===== src/rtl/rf_write_arbiter_pkg.sv =====
// Shared types and constants for the register-file write arbiter.
package rf_write_arbiter_pkg;

  localparam int REG_W    = 5;
  localparam int DATA_W   = 32;
  localparam int NUM_REGS = 1 << REG_W;

  localparam logic [REG_W-1:0] REG_ZERO = 5'd0;

  typedef enum logic {
    IDLE  = 1'b0,
    STALL = 1'b1
  } arb_state_e;

  // One candidate write to the register file.
  typedef struct packed {
    logic [REG_W-1:0]  addr;
    logic [DATA_W-1:0] data;
    logic [DATA_W-1:0] pc;
  } wr_req_t;

endpackage


===== src/rtl/rf_write_arbiter_scoreboard.sv =====
// Per-register pending flags for registers reserved by the long-latency unit.
module rf_scoreboard
  import rf_write_arbiter_pkg::*;
(
  input  logic             clk,
  input  logic             reset,
  input  logic             set_i,
  input  logic [REG_W-1:0] set_addr_i,
  input  logic             clr_i,
  input  logic [REG_W-1:0] clr_addr_i,
  input  logic [REG_W-1:0] rs_addr_i,
  input  logic [REG_W-1:0] rt_addr_i,
  output logic             rs_busy_o,
  output logic             rt_busy_o
);

  logic [NUM_REGS-1:0] pending_q, pending_d;

  // Clear first so a same-cycle set to the same register wins.
  always_comb begin
    pending_d = pending_q;
    if (clr_i) pending_d[clr_addr_i] = 1'b0;
    if (set_i && (set_addr_i != REG_ZERO)) pending_d[set_addr_i] = 1'b1;
  end

  always_ff @(posedge clk) begin
    if (reset) pending_q <= '0;
    else       pending_q <= pending_d;
  end

  assign rs_busy_o = pending_q[rs_addr_i];
  assign rt_busy_o = pending_q[rt_addr_i];

endmodule


===== src/rtl/rf_write_arbiter.sv =====
// Single register-file write port shared by W-stage writeback and the long-latency unit.
module rf_write_arbiter
  import rf_write_arbiter_pkg::*;
#(
  parameter int MAX_WAIT = 4,
  parameter int CNT_W    = 4
) (
  input  logic              clk,
  input  logic              reset,
  input  logic              wb_we_i,
  input  logic [REG_W-1:0]  wb_addr_i,
  input  logic [DATA_W-1:0] wb_data_i,
  input  logic [DATA_W-1:0] wb_pc_i,
  input  logic              lu_issue_i,
  input  logic [REG_W-1:0]  lu_issue_addr_i,
  input  logic              lu_valid_i,
  input  logic [REG_W-1:0]  lu_addr_i,
  input  logic [DATA_W-1:0] lu_data_i,
  input  logic [DATA_W-1:0] lu_pc_i,
  output logic              lu_ready_o,
  input  logic [REG_W-1:0]  rs_addr_i,
  input  logic [REG_W-1:0]  rt_addr_i,
  output logic              rs_busy_o,
  output logic              rt_busy_o,
  output logic              stall_req_o,
  output logic              rf_we_o,
  output logic [REG_W-1:0]  rf_waddr_o,
  output logic [DATA_W-1:0] rf_wdata_o,
  output logic [DATA_W-1:0] rf_wpc_o
);

  localparam logic [CNT_W-1:0] CNT_LAST = CNT_W'(MAX_WAIT - 1);

  arb_state_e       state_q, state_d;
  logic [CNT_W-1:0] cnt_q, cnt_d;
  logic             lu_ready, grant_wb, grant_lu, stall_req, lu_done;
  wr_req_t          wb_req, lu_req, sel_req;

  assign wb_req = '{addr: wb_addr_i, data: wb_data_i, pc: wb_pc_i};
  assign lu_req = '{addr: lu_addr_i, data: lu_data_i, pc: lu_pc_i};

  always_comb begin
    state_d   = state_q;
    cnt_d     = cnt_q;
    lu_ready  = 1'b0;
    grant_wb  = 1'b0;
    grant_lu  = 1'b0;
    stall_req = 1'b0;
    case (state_q)
      IDLE: begin
        if (wb_we_i) begin
          grant_wb = 1'b1;
        end else begin
          lu_ready = 1'b1;
          grant_lu = lu_valid_i;
        end
        if (lu_valid_i && !lu_ready) begin
          if (cnt_q == CNT_LAST) state_d = STALL;
          else                   cnt_d   = cnt_q + 1'b1;
        end else if (lu_valid_i && lu_ready) begin
          cnt_d = '0;
        end
      end
      STALL: begin
        // Whole pipeline frozen for one cycle; the port belongs to the LU.
        stall_req = 1'b1;
        lu_ready  = 1'b1;
        grant_lu  = 1'b1;
        state_d   = IDLE;
        cnt_d     = '0;
      end
      default: begin
        state_d = IDLE;
        cnt_d   = '0;
      end
    endcase
  end

  always_ff @(posedge clk) begin
    if (reset) begin
      state_q <= IDLE;
      cnt_q   <= '0;
    end else begin
      state_q <= state_d;
      cnt_q   <= cnt_d;
    end
  end

  assign sel_req = grant_lu ? lu_req : wb_req;
  assign lu_done = lu_valid_i & lu_ready;

  assign lu_ready_o  = lu_ready;
  assign stall_req_o = stall_req;
  assign rf_we_o     = (grant_wb | grant_lu) & (sel_req.addr != REG_ZERO);
  assign rf_waddr_o  = sel_req.addr;
  assign rf_wdata_o  = sel_req.data;
  assign rf_wpc_o    = sel_req.pc;

  rf_scoreboard u_sb (
    .clk        (clk),
    .reset      (reset),
    .set_i      (lu_issue_i),
    .set_addr_i (lu_issue_addr_i),
    .clr_i      (lu_done),
    .clr_addr_i (lu_addr_i),
    .rs_addr_i  (rs_addr_i),
    .rt_addr_i  (rt_addr_i),
    .rs_busy_o  (rs_busy_o),
    .rt_busy_o  (rt_busy_o)
  );

endmodule


===== config.mk =====
export PLATFORM = sky130hd
export DESIGN_NAME = rf_write_arbiter
export DESIGN_NICKNAME = d
export VERILOG_FILES = /design/src/rtl/rf_write_arbiter_pkg.sv /design/src/rtl/rf_write_arbiter_scoreboard.sv /design/src/rtl/rf_write_arbiter.sv
export SDC_FILE = /design/constraint.sdc
export NUM_CORES = 1
export LEC_CHECK = 0
export BUFFER_PORTS_ARGS = -buffer_cell sky130_fd_sc_hd__buf_2
export CAP_MARGIN = 20
export CORE_ASPECT_RATIO = 2
export CORE_MARGIN = 2
export CORE_UTILIZATION = 40
export DETAILED_ROUTE_END_ITERATION = 8
export PLACE_DENSITY_LB_ADDON = 0.2
export SETUP_SLACK_MARGIN = 0.3
export SLEW_MARGIN = 20
export SYNTH_ARGS = -nofsm -noshare
export SYNTH_HDL_FRONTEND = slang
export SYNTH_HIERARCHICAL = 1
export SYNTH_SLANG_ARGS = --single-unit

===== constraint.sdc =====
create_clock -name clk -period 3 [get_ports clk]
set_clock_uncertainty 0.15 [all_clocks]
set_input_delay 0.9 -clock clk [delete_from_list [all_inputs] [get_ports clk]]
set_output_delay 0.9 -clock clk [all_outputs]
set_load 0.05 [all_outputs]

# --- Yosys cells after proc, flatten, opt, wreduce, memory -nomap -nowiden ---
# Index checks and enable logic that the tools add are counted.
word_totals:
  output_inout_bits: 74
  ff_bits: 37
  input_bits: 158
  elab_cells: 55
op_classes:
  n_bitwise: 7
  order_cmp: 6
  muxes: 26
  add_sub_neg: 1
  n_eq_ne: 3
  reduce_logical: 9
ops:
  columns: ["operator", "count"]
  rows:
  - ["$mux W69", 1]
  - ["$mux W32", 2]
  - ["$and A32 B32 Y32", 1]
  - ["$not A32 Y32", 1]
  - ["$or A32 B32 Y32", 1]
  - ["$lt A5 B6 Y1 const B", 4]
  - ["$mux W1", 12]
  - ["$mux W4", 3]
  - ["$bmux W1 S5", 2]
  - ["$demux W1 S5", 2]
  - ["$ge A5 B1 Y1 const B", 2]
  - ["$reduce_bool A5 Y1", 2]
  - ["$pmux W4 S2", 1]
  - ["$ne A3 B3 Y1 const B", 2]
  - ["$pmux W1 S2", 3]
  - ["$logic_and A1 B1 Y1", 5]
  - ["$add A4 B1 Y4 const B", 1]
  - ["$eq A4 B2 Y1 const B", 1]
  - ["$and A1 B1 Y1", 2]
  - ["$reduce_and A2 Y1", 1]
  - ["$logic_not A1 Y1", 1]
  - ["$not A1 Y1", 1]
  - ["$or A1 B1 Y1", 1]

# --- Depth between registers and ports, before layout ---
logic_depth:
  word_depth: 9
  mapped_depth: 7
  depth_no_buf: 5

# --- Cells and area by module ---
# The synthesis kept the hierarchy.
modules_own_cells:
  columns: ["module", "area_per_inst_um2", "n_inst", "seq_area_each_um2", "cells_each"]
  rows:
  - ["rf_scoreboard", 1928.1, 1, 640.6, 243]
  - ["rf_write_arbiter", 1111.1, 1, 100.1, 113]

# --- Least setup slack after synthesis ---
# OpenSTA, ideal clock, no wires.
synth_path:
  kind: "input to output"
  start: "input port wb_we_i"
  end: "output port rf_we_o"
  t_arrival_ns: 2.127
  path_buffers: 0
  required_ns: 1.950
  path_stages: 2
  slack_ns: -0.177
  path_cell_list: "nand2b_1 > o22ai_1"
synth_between:
  elab_chain_cells: 5
  elab_cells_between_ends: 8
  classes_between: "mux (5); bitwise (2); reduce/logical (1)"
synth_rtl:
  columns: ["element", "line_no", "rtl"]
  rows:
  - ["from (decl)", "rf_write_arbiter.sv:10", "input logic wb_we_i,"]
  - ["$mux W1", "rf_write_arbiter.sv:51", "if (wb_we_i) begin"]
  - ["$pmux W1 S2", "rf_write_arbiter.sv:49", "case (state_q)"]
  - ["$mux W69", "rf_write_arbiter.sv:89", "assign sel_req = grant_lu ? lu_req : wb_req;"]
  - ["$reduce_bool A5 Y1", "rf_write_arbiter.sv:94", "assign rf_we_o = (grant_wb | grant_lu) & (sel_req.addr != REG_ZERO);"]
  - ["$and A1 B1 Y1 (*)", "rf_write_arbiter.sv:94", null]
  - ["to (decl)", "rf_write_arbiter.sv:26", "output logic rf_we_o,"]
# Mark *: on every way between the ends. The rest lies on a longest branch, timed or not.

# --- Worst setup path after layout ---
layout_path:
  start: "input port rs_addr_i[2]"
  end: "output port rs_busy_o"
layout_between:
  elab_chain_cells: 2
layout_rtl:
  columns: ["element", "line_no", "rtl"]
  rows:
  - ["from (decl)", "rf_write_arbiter.sv:21", "input logic [REG_W-1:0] rs_addr_i,"]
  - ["$bmux W1 S5", "rf_write_arbiter_scoreboard.sv:31", "assign rs_busy_o = pending_q[rs_addr_i];"]
  - ["$mux W1 (implied by the code)", "rf_write_arbiter_scoreboard.sv:31", null]
  - ["to (decl)", "rf_write_arbiter.sv:23", "output logic rs_busy_o,"]
# No other way between the ends. The select of a mux whose other input is x is not followed.

==> reports/results.tsv <==
metric	value	unit
Die H	127	microns
sw power	729	uW
worst slack at placement	-0.266	ns
Area Overhead vs Synth	90.9	%
Worst-path clk slew	0.05	ns
met2 usage	56.3	%
initial DRC count	194	
CP endpoint kind	output pin	
chip width	65.6	microns
drt first pass iters	4	
post-synthesis sequential area ratio	24.4	%
residual DRC count	0	
Pwr Total	2.16	mW
Starting Density	40.6	%
row cnt	45	
number of synthesized register bits	37	
Slew HR	54.3	%
clock sinks	37	
Num CTS Buffers	5	
Avg WL per Cell	20.0	microns
die area	8350	sq um
Synth Cell Area	3040	sq um
filler instances	510	
most frequent cells in the layout	151 x buf_2, 69 x mux2_4, 66 x buf_6	
min-delay src	u_sb/pending_q[0]	
largest net degree at the start of global routing	37	
grt met1 use	35.9	%
initial antenna violation count	1	
Final Cycle Share	105	%
Critical R2R Capture	u_sb/pending_q[8]	
Startpoint Class	primary input	
cell count after synthesis	356	
first-pass GRT wire length	20.6	mm
Port Buffers	231	
Post-Route WL	14.2	mm
sequential group share of total power	23.4	%
Leak	2.86	nW
hold slack	0.346	ns
Final setup viols	66	
Total GRT Usage	32.3	%
FMAX	317	MHz
Setup CP Type	in -> out	
share of flip-flops with an asynchronous set or reset	0	%
Tightest Pin Transition	0.683	ns
CTS max path bufs	2	
max-slew violation count	0	
number of vias per cell	5.52	
Final #Nets	776	
CP required	1.95	ns
met3 Resource Use GR	7.39	%
root buffer cell	clkbuf_16	
Max-cap violations	0	
CTS tree	built	
routability-driven placement congestion ratio	0.844	
reg2reg setup slack	0.91	ns
Post-CTS Hold Fix Bufs	0	
failing checks	setup timing	
Ports	232	
core area	7490	sq um
Clk pwr share	31.1	%
Skew-Pair Late Insertion Delay	0.28	ns
Reg2Reg Depth	5	
combinational power share	45.6	%
RR Startpoint	state_q	
yosys warns	6	
RSZ-0062 raised after global routing	true	
most common cell after layout, fill and taps aside	buf_2	
post-layout minimum cycle time	3.16	ns
worst min-delay path endpoint	u_sb/pending_q[0]	
EDFF count, synth	0	
Synth Flop Type	dfxtp_1	
status	finished, violations left	
layout cells sized above 1	59.7	%
P_int	1.43	mW
H-tree lvl count	2	
CP max FO	4	
VDD IR max	0.000489	V
total grt overflow	0	
vias in the first global route	3886	
Net Sw Frac	33.8	%
Antenna Nets Post-Route	0	
Mapped Nets	515	
post-DP HPWL	10.4	mm
final setup margin	-0.155	ns
gr busiest metal	met2	
Final Hold Vio Count	0	
syn_area_per_cell	8.54	sq um
Hold Path Depth	1	
Pwr Density	372	nW/um^2
library cells used by synthesis	40	
Via Count	3935	
Hold WC Path Type	reg -> reg	
CP arrival	2.11	ns
## layer usage
| metal | up-vias | part of all wire, % |
|---|---|---|
| met5 | - | 0 |
| met4 | 0 | 4.2 |
| met1 | 1858 | 36 |
| li1 | 1839 | - |
| met3 | 39 | 7.4 |
| met2 | 199 | 52 |
## how the worst max path moves through the flow
stage,endpoint,slack [ns],from,depth (start not counted)
after global routing,rt_busy_o,-0.18,rt_addr_i[1],8
after detailed placement,rs_busy_o,-0.27,rs_addr_i[1],8
final,rs_busy_o,-0.16,rs_addr_i[2],7
after CTS,rt_busy_o,-0.17,rt_addr_i[1],8
after floorplan,rt_busy_o,-0.004,rt_addr_i[1],7
after global placement,rt_busy_o,-0.23,rt_addr_i[1],8
## cell usage after synthesis, drive strengths merged, types with 2 or more instances
library cell,count,share of area [%]
a211oi,2,0.49
a21oi,38,6.4
a22oi,8,2.0
a311o,2,0.66
and2,3,0.62
and2b,2,0.49
and3,2,0.41
and3b,3,0.86
buf,12,3.4
clkbuf,5,0.62
dfxtp,37,24
inv,2,0.25
mux2,69,26
mux2i,32,11
nand2,51,6.3
nand2b,3,0.62
nand3,9,1.5
nand3b,5,1.2
nand4b,2,0.58
nor2,10,1.2
nor2b,4,0.82
nor3b,5,1.2
o21ai,32,5.3
o22ai,3,0.62
or3,2,0.41
or3b,3,0.86
or4,3,0.74
## layout make-up
class | count | area (sq um) | share of cell area (%)
Antenna cell | 1 | 2.50 | 0.0431
Clock buffer | 5 | 125 | 2.16
Clock inverter | 3 | 65.1 | 1.12
Inverter | 2 | 20.0 | 0.345
Multi-Input combinational cell | 300 | 2500 | 43.1
Sequential cell | 37 | 741 | 12.8
Tap cell | 94 | 118 | 2.03
Timing Repair Buffer | 271 | 2230 | 38.5
## state kept, by name, summed over array words and instances (netlist names)
signal and count:
u_sb/pending_q 32, state_q 1, cnt_q 4
## through the flow
step                utilization [%]  area (sq um)   TNS, ns  cells
floorplan                         -          3380  -0.00362    356
global placement               63.6          4760    -11.97    692
detailed placement             63.6          4760    -12.30    692
CTS                            76.4          5720     -1.54    711
global route                   77.5          5800     -4.11    713
finish                         77.5          5800     -2.69    713
## cell families after synthesis
family | share of synthesized area [%]
AO/OA/AOI/OAI | 16.4
adder cells (fa/ha/maj) | 0.412
buffers and inverters | 4.24
flip-flops | 24.4
multiplexers | 36.1
AND/OR/NAND/NOR | 18.5
## critical path, cell delays in order
cell	delay, ns
buf_2	0.12
and2b_2	0.27
a22oi_2	0.09
nand4b_1	0.13
a21oi_1	0.07
a311o_2	0.38
buf_8	0.16
## power by group through the flow
stage / logic (mW) / registers [mW] / clock network (mW)
after floorplan: 0.547 / 0.512 / 0
after global placement: 0.781 / 0.514 / 0
after detailed placement: 0.788 / 0.514 / 0
after CTS: 0.959 / 0.504 / 0.673
after global routing: 1.01 / 0.505 / 0.693
final: 0.982 / 0.504 / 0.669
## repair_timing
| action | 4_1_cts | 5_1_grt |
|---|---|---|
| setup endpoints to repair | 73 | 73 |
| gates resized for setup | 188 | 18 |
| buffers inserted | 7 | 1 |
| cloned | 4 | 0 |
| pin swaps | 10 | 13 |
| endpoints found under the hold margin | 0 | 0 |
Power figures use the tool's default switching activity.
